==> config.mk <==
export PLATFORM = sky130hd
export DESIGN_NAME = asrv32_dmem_bridge
export DESIGN_NICKNAME = d
export VERILOG_FILES = /design/src/rtl/asrv32_dmem_bridge.sv
export SDC_FILE = /design/constraint.sdc
export NUM_CORES = 1
export LEC_CHECK = 0
export ABC_AREA = 1
export CORE_MARGIN = 2
export CORE_UTILIZATION = 44
export CTS_CLUSTER_SIZE = 30
export DETAILED_ROUTE_END_ITERATION = 8
export GPL_ROUTABILITY_DRIVEN = 1
export PLACE_DENSITY = 0.85
export SLEW_MARGIN = 15
export SYNTH_ARGS = -nofsm -noshare
export SYNTH_HDL_FRONTEND = slang
export SYNTH_SLANG_ARGS = --single-unit
==> constraint.sdc <==
create_clock -name i_clk -period 6.1 [get_ports i_clk]
set_clock_uncertainty 0.1 [all_clocks]
set_input_delay 0.915 -clock i_clk [delete_from_list [all_inputs] [get_ports i_clk]]
set_output_delay 0.915 -clock i_clk [all_outputs]
set_load 0.01 [all_outputs]
==> src/rtl/asrv32_dmem_bridge.sv <==
// asrv32_dmem_bridge: core load/store to registered valid/ready bus transaction with response phase and timeout
module asrv32_dmem_bridge #(
    parameter int TIMEOUT_CYCLES = 64,
    parameter int CNT_W = 8
) (
    input  logic        i_clk,
    input  logic        i_rst,
    input  logic        i_req,
    input  logic        i_we,
    input  logic [31:0] i_addr,
    input  logic [31:0] i_wdata,
    input  logic [3:0]  i_wmask,
    output logic        o_busy,
    output logic        o_done,
    output logic        o_err,
    output logic [31:0] o_rdata,
    output logic        o_bus_valid,
    input  logic        i_bus_ready,
    output logic [31:0] o_bus_addr,
    output logic        o_bus_we,
    output logic [31:0] o_bus_wdata,
    output logic [3:0]  o_bus_wstrb,
    input  logic        i_bus_rsp_valid,
    input  logic [31:0] i_bus_rdata,
    input  logic        i_bus_err
);
    typedef enum logic [1:0] {IDLE, REQ, RSP} state_t;
    localparam logic [CNT_W-1:0] CNT_LAST = CNT_W'(TIMEOUT_CYCLES - 1);
    state_t state, state_nx;
    logic [CNT_W-1:0] cnt;
    logic capture, accept, complete, timeout;
    logic unused_addr;
    assign unused_addr = ^i_addr[1:0];
    always_comb begin
        capture = state == IDLE && i_req && !o_done;
        accept = state == REQ && i_bus_ready;
        complete = state == RSP && i_bus_rsp_valid;
        // a response landing on the timeout edge still completes normally
        timeout = TIMEOUT_CYCLES != 0 && state != IDLE && cnt == CNT_LAST && !complete;
        state_nx = (complete || timeout) ? IDLE : capture ? REQ : accept ? RSP : state;
    end
    always_ff @(posedge i_clk or posedge i_rst) begin
        if (i_rst) state <= IDLE;
        else state <= state_nx;
    end
    always_ff @(posedge i_clk or posedge i_rst) begin
        if (i_rst) begin
            cnt <= '0;
            o_busy <= 1'b0;
            o_done <= 1'b0;
            o_err <= 1'b0;
            o_rdata <= '0;
            o_bus_valid <= 1'b0;
            o_bus_addr <= '0;
            o_bus_we <= 1'b0;
            o_bus_wdata <= '0;
            o_bus_wstrb <= '0;
        end else begin
            cnt <= (state == IDLE) ? '0 : cnt + 1'b1;
            o_done <= complete || timeout;
            if (capture) begin
                o_bus_addr <= {i_addr[31:2], 2'b00};
                o_bus_we <= i_we;
                o_bus_wdata <= i_wdata;
                o_bus_wstrb <= i_we ? i_wmask : 4'b0000;
                o_bus_valid <= 1'b1;
                o_busy <= 1'b1;
                o_err <= 1'b0;
            end
            if (accept || timeout) o_bus_valid <= 1'b0;
            if (complete) begin
                o_rdata <= o_bus_we ? o_rdata : i_bus_rdata;
                o_err <= i_bus_err;
                o_busy <= 1'b0;
            end
            if (timeout) begin
                o_err <= 1'b1;
                o_busy <= 1'b0;
            end
        end
    end
endmodule

Yosys cells after proc, flatten, opt, wreduce, memory -nomap -nowiden. Cells that the tools add are included.

Word-level logic and storage cells: 44. Memories: 0. Latch bits: 0. Memory bits (writable): 0. ROM bits: 0. Input port bits: 107. Register bits after elaboration: 113. Output and inout port bits: 105.

Eq/ne operators: 3. Reduce and logical (&&, ||, !) cells: 16. Multiply operators: 0. Divide/modulo/power cells: 0. Multiplexer cells: 12. Order comparisons: 0. $add $sub $neg: 1. Shift operators: 0. Bitwise gates (word level): 1.

Operators by type and width (number): $add 8x1->8 const B (1); $eq 8x6->1 const B (1); $mux 8 (1); $mux 1 (7); $logic_and 1x1->1 (6); $mux 2 (3); $reduce_bool 3->1 (2); $mux 4 (1); $reduce_bool 2->1 (2); $eq 2x1->1 const B (1); $eq 2x2->1 const B (1); $logic_not 1->1 (2); $logic_not 2->1 (1); $logic_or 1x1->1 (2); $reduce_and 2->1 (1); $not 1->1 (1).

Longest topological paths before layout. Gate-level depths: netlist of the first run.

Depth after elaboration: 6. Gate-level depth with buffers: 8. Mapped depth without buffers: 8.

Least setup slack after synthesis of the first run. OpenSTA, ideal clock, no wires.

Path type: in2reg. From: input i_req. To: register o_bus_addr[15]. Arrival: 1.507 ns. Setup time: 0.116 ns. Setup slack: 4.377 ns. Stages: 7. Data required time: 5.884 ns. Path through: inv_1 -> nor2_1 -> nand2_2 -> buf_4 -> buf_2 -> nand2_1 -> nand2_1.

Word-level cells in the longest chain between the ends: 2.

Ends and longest elaborated chain: from (decl) (RTL line 8) `input logic i_req,`; $logic_and 1x1->1 (2 in a row) (RTL line 35) `capture = state == IDLE && i_req && !o_done;`; to (signal assigned) (RTL line 62) `o_bus_addr <= {i_addr[31:2], 2'b00};`; to (decl) (RTL line 19) `output logic [31:0] o_bus_addr,`.

Every way passes these cells. A chain may end at the register's enable or synchronous reset.

Worst setup path after layout of the first run.
From: input i_bus_rsp_valid. To: register o_rdata[21].

Word-level cells in the longest chain between the ends: 2.

Ends and longest elaborated chain: from (decl) (RTL line 23) `input logic i_bus_rsp_valid,`; $logic_and 1x1->1 (RTL line 37) `complete = state == RSP && i_bus_rsp_valid;`; $reduce_and 2->1 (no source line); to (signal assigned) (RTL line 72) `o_rdata <= o_bus_we ? o_rdata : i_bus_rdata;`; to (decl) (RTL line 16) `output logic [31:0] o_rdata,`.

Every way passes these cells.

==> out/metrics.cfg, run 1 <==
[run_status]
status=finished, final reports clean

[timing]
totalNegativeSetupSlack_ns=0
fin_ws_ns=3.53
final_hold_violating_endpoints=0
whs_ns=0.372
slew_viol_final=0
rsz0062_at_grt=false
setup_viol_count_final=0
final_critical_period_ns=2.57
timing.slew.headroom=0.269
worst_pin_slew_ns=1.10
post-route-period-util=0.422
max_freq_mhz=389

[finish]
filler_free_cell_count_of_the_finished_design=855
most_common_cell_after_layout_fill_and_taps_aside=sky130_fd_sc_hd__nand2_1
area.growth.synth_to_final_pct=61.0
finish.net_count=817
antenna_cells=0
final_cell_mix=273 x sky130_fd_sc_hd__nand2_1, 207 x sky130_fd_sc_hd__clkdlybuf4s50_1, 113 x sky130_fd_sc_hd__dfrtp_1, 38 x sky130_fd_sc_hd__nand3_1, 17 x sky130_fd_sc_hd__nor2_1
drive_gt1_frac=0.0568

[synthesis]
syn-cell-area_sq_mm=0.00449
synthFlopType=sky130_fd_sc_hd__dfrtp_1
synth-warning-count=0
ys_ff_latch=113
postSynthAreaPerCell_sq_um=8.88
async_flop_share=1.00
library_cells_used_by_synthesis=23
number_of_enable_type_register_cells_in_the_synthesized_netlist=0
yosysSeqAreaShare=0.630
synthCells=506

[drt]
drt.antenna.violating_nets=0
drt_wl_total_mm=12.6
wire_per_inst_microns=14.7
detailroute.via_count=4075
remaining_drc_errors=0
initialDrtViolationCount=233
count_of_tritonroute_iterations_in_the_first_routing_pass=5
vias_per_cell=4.77

[global_route]
grt_first_pass_wirelength_mm=20.6
antenna_violations_before_repair=0
grt_max_degree=74
track_usage=0.238
grt_remaining_overflow=0
grt_pass1_vias=4117

[clocking]
cts.clk_slew.worst_paths_ns=0.05
buffer_cell_driving_the_clock_tree_root=sky130_fd_sc_hd__clkbuf_8
hold_buffers=0
clock_sinks=113
cts.repair.resized=0
buffer_count_from_post_cts_setup_fixing=0
htreeDepth=4
clk_latency_ns=0.50
cts_made_buffers=17
cts_tree=built
clk_path_buf_depth=2

[pwr]
static_leakage_power_nw=3.54
cellPowerDensity_mw_per_mm2=533
max-vdd-ir-drop_uv=298
post-layout-total-power_mw=3.85

[critical_path]
worst-r2r-cell-count=4
timing.setup.critical_path_class=in -> reg
reg2reg_setup_slack_ns=3.62
critPathLaunchType=primary input
worst_setup_path_startpoint=i_bus_rsp_valid
worstPathArrival_ns=2.84
rr_startpoint=o_bus_we
endpoint_required_time_on_the_critical_path_ns=6.37
worst-path-max-fanout=34
reg_to_reg_endpoint=o_rdata[21]
critical_path_endpoint_category=flip-flop
setup.worst_path.end=o_rdata[21]

[placed_design]
place_congestion=0.808
dpl_worst_slack_ns=3.07
post-dp-hpwl_mm=8.69
placedCellCount=823
numPortBuffers=207

[flow_run]
maxCapViolations=0

[floorplanning]
initial_core_util=0.457
num_rows=36
io_pins=212
fp.dieArea_sq_mm=0.0110
die_width_microns=105
core_area_sq_mm=0.00982
fp.dieH_microns=105

[worst_hold_path]
worst_hold_path.num_cells=2
timing.hold.worst.class=reg -> reg

-- cell type report --
| cell class | instances | area (sq um) |
|---|---|---|
| inverter | 16 | 62.6 |
| clock inverter | 13 | 233 |
| sequential | 113 | 2830 |
| clock buffer | 19 | 432 |
| fill | 676 | 2590 |
| tap | 133 | 166 |
| multi-input combinational | 352 | 1420 |
| timing repair buffer | 209 | 2090 |
-- metrics by stage --
step                      cell area (sq um)   util
after floorplan                        4500      -
after global placement                 6570  0.669
after detailed placement               6570  0.669
after CTS                              7230  0.736
after global routing                   7230  0.736
final                                  7230  0.736
-- per-layer routing --
| layer | track usage | wire length, microns | vias up |
|---|---|---|---|
| li1 | - | - | 1966 |
| met1 | 0.296 | 5200 | 1912 |
| met2 | 0.373 | 6020 | 177 |
| met3 | 0.0954 | 1100 | 20 |
| met4 | 0.0933 | 246 | 0 |
| met5 | 0 | 0 | - |
-- registers in the layout, indices dropped and copies added, names as in the netlist --
register	count
o_bus_addr	30
o_busy	1
o_bus_wdata	32
cnt	8
o_err	1
o_bus_wstrb	4
state	2
o_rdata	32
o_bus_valid	1
o_done	1
o_bus_we	1
-- cell families after synthesis --
| logic type | Yosys count | synth area share |
|---|---|---|
| and+or+nand+nor | 334 | 0.295 |
| other | 1 | 0.000835 |
| buffers and inverters | 42 | 0.0543 |
| AOI/OAI and AO/OA | 15 | 0.0178 |
| adders and majority gates | 1 | 0.00279 |
| DFF | 113 | 0.630 |
-- critical path, cell delays in order --
cell	delay [ns]
sky130_fd_sc_hd__clkdlybuf4s50_1	0.47
sky130_fd_sc_hd__nand3_2	0.12
sky130_fd_sc_hd__inv_2	0.48
sky130_fd_sc_hd__nand2_2	0.53
sky130_fd_sc_hd__nand2_1	0.23
sky130_fd_sc_hd__nand2_1	0.08
-- cell usage after synthesis, types with 2 or more instances --
cell / n / share of area
sky130_fd_sc_hd__o21ai_1: 4 / 0.0045
sky130_fd_sc_hd__buf_6: 4 / 0.010
sky130_fd_sc_hd__nor2_1: 17 / 0.014
sky130_fd_sc_hd__clkbuf_1: 3 / 0.0025
sky130_fd_sc_hd__buf_2: 6 / 0.0067
sky130_fd_sc_hd__a21oi_1: 6 / 0.0067
sky130_fd_sc_hd__inv_1: 12 / 0.010
sky130_fd_sc_hd__dfrtp_1: 113 / 0.63
sky130_fd_sc_hd__o21ai_0: 3 / 0.0033
sky130_fd_sc_hd__nand3_1: 38 / 0.042
sky130_fd_sc_hd__buf_4: 13 / 0.022
sky130_fd_sc_hd__nand2_1: 273 / 0.23
sky130_fd_sc_hd__inv_2: 3 / 0.0025
sky130_fd_sc_hd__nand2_2: 2 / 0.0028
-- power breakdown --
| group | internal [mW] | switching [mW] | total (mW) |
|---|---|---|---|
| Combinational | 0.760 | 0.725 | 1.48 |
| Sequential | 1.08 | 0.190 | 1.27 |
| Clock | 0.758 | 0.339 | 1.10 |
| Total | 2.60 | 1.25 | 3.85 |
-- how the worst min path moves through the flow --
| stage | start | to | slack [ns] |
|---|---|---|---|
| after CTS | o_rdata[12] | o_rdata[12] | 0.37 |
| after floorplan | cnt[0] | cnt[0] | 0.33 |
| after global routing | cnt[0] | cnt[0] | 0.39 |
| after detailed placement | o_rdata[12] | o_rdata[12] | 0.36 |
| after global placement | cnt[0] | cnt[0] | 0.34 |
| final | o_rdata[12] | o_rdata[12] | 0.37 |
Power figures use the tool's default switching activity.
==> run 2: changes to the inputs <==
- CORE_UTILIZATION: 44 -> 37
- PLACE_DENSITY: 0.85 -> 0.76
- clock period: 6.1 -> 2.1 ns (I/O delays scaled with it)
==> out/metrics.cfg, run 2 (synthesis results as in run 1) <==
[pwr]
static_leakage_power_nw=3.52
max-vdd-ir-drop_uv=705
cellPowerDensity_mw_per_mm2=1470

[timing]
worst_pin_slew_ns=0.573
post-route-period-util=0.835
setup_viol_count_final=0
final_critical_period_ns=1.75
rsz0062_at_grt=false
timing.slew.headroom=0.616
fin_ws_ns=0.347
max_freq_mhz=570
totalNegativeSetupSlack_ns=0
final_hold_violating_endpoints=0
slew_viol_final=0

[clocking]
clock_sinks=113
cts_made_buffers=17
cts_tree=built
buffer_cell_driving_the_clock_tree_root=sky130_fd_sc_hd__clkbuf_16
clk_path_buf_depth=2
buffer_count_from_post_cts_setup_fixing=0
cts.clk_slew.worst_paths_ns=0.05
hold_buffers=0
htreeDepth=4
clk_latency_ns=0.40
cts.repair.resized=0

[critical_path]
reg_to_reg_endpoint=o_rdata[0]
endpoint_required_time_on_the_critical_path_ns=1.68
worst_path_max_delay_cell=sky130_fd_sc_hd__clkdlybuf4s50_1
critical_path.top_delay_family=buffers and inverters
critPathLaunchType=flip-flop
crit_path_cell_trace=clkdlybuf4s50_1
worst-r2r-cell-count=6
timing.setup.critical_path_class=reg -> out
critical_path_endpoint_category=output pin
worstPathArrival_ns=1.34
crit_buf_inv=1
critical-path-max-stage-delay_ns=0.59
worst-path-max-fanout=2
reg2reg_setup_slack_ns=0.52
rr_startpoint=state[0]

[drt]
count_of_tritonroute_iterations_in_the_first_routing_pass=4
drt_wl_total_mm=12.2
remaining_drc_errors=0
wire_per_inst_microns=13.9
initialDrtViolationCount=287
vias_per_cell=4.64
drt.antenna.violating_nets=0
detailroute.via_count=4048

[finish]
finish.net_count=823
area.growth.synth_to_final_pct=59.8
drive_gt1_frac=0.0607
final_cell_mix=273 x sky130_fd_sc_hd__nand2_1, 207 x sky130_fd_sc_hd__clkdlybuf4s50_1, 113 x sky130_fd_sc_hd__dfrtp_1, 38 x sky130_fd_sc_hd__nand3_1
most_common_cell_after_layout_fill_and_taps_aside=sky130_fd_sc_hd__nand2_1
biggestRegsByFlops=o_bus_wdata x32, o_rdata x32, o_bus_addr x30
antenna_cells=0

[global_route]
grt_first_pass_wirelength_mm=19.7
grt_pass1_vias=4062
antenna_violations_before_repair=0
grt_remaining_overflow=0
grt_max_degree=72
track_usage=0.192

[floorplanning]
fp.dieArea_sq_mm=0.0130
core_area_sq_mm=0.0119
initial_core_util=0.377
die_width_microns=114
fp.dieH_microns=114
io_pins=212
num_rows=40

[worst_hold_path]
timing.hold.worst.class=in -> async

[placed_design]
place_congestion=0.785
dpl_worst_slack_ns=0.224
post-dp-hpwl_mm=8.46
numPortBuffers=207

[run_status]
status=finished, final reports clean

[flow_run]
maxCapViolations=0

run 2: through the flow:
| step | hold WS, ns | instances | power [mW] | instance area (sq um) | util |
|---|---|---|---|---|---|
| finish | 0.283 | 872 | 10.5 | 7180 | 0.603 |
| global route | 0.342 | 872 | 11.3 | 7180 | 0.603 |
| CTS | 0.319 | 872 | 10.7 | 7180 | 0.603 |
| detailed placement | 0.360 | 843 | 8.10 | 6670 | 0.560 |
| global placement | 0.346 | 843 | 7.96 | 6670 | 0.560 |
| floorplan | 0.325 | 507 | 5.65 | 4500 | - |
run 2: layout make-up:
type,instances,area (sq um)
fillers,1028,4730
flip-flops and latches,113,2830
repair buffers,215,2170
multi-input cells,352,1420
clock buffers,21,470
well taps,147,184
inverters,16,63.8
clock inverters,8,40.0
run 2: worst max path at each step:
stage	from	to	slack, ns	depth (start not counted)
floorplan	i_rst	cnt[0]	0.31	1
CTS	o_busy	o_busy	0.33	1
global route	o_busy	o_busy	0.29	1
global placement	i_bus_rsp_valid	o_rdata[13]	0.26	6
finish	o_bus_we	o_bus_we	0.35	1
detailed placement	i_bus_rsp_valid	o_rdata[0]	0.22	6
run 2: layer usage:
| metal | part of all wire | vias up | wire length, microns | track usage |
|---|---|---|---|---|
| li1 | - | 1969 | - | - |
| met1 | 0.41 | 1914 | 4970 | 0.228 |
| met3 | 0.082 | 13 | 996 | 0.0662 |
| met5 | 0 | - | 0 | 0 |
| met4 | 0.014 | 0 | 172 | 0.0732 |
| met2 | 0.49 | 152 | 6020 | 0.323 |
run 2: report_power, final:
group	internal [mW]	switching [mW]
Combinational	2.27	2.09
Clock	1.56	0.923
Sequential	3.15	0.543
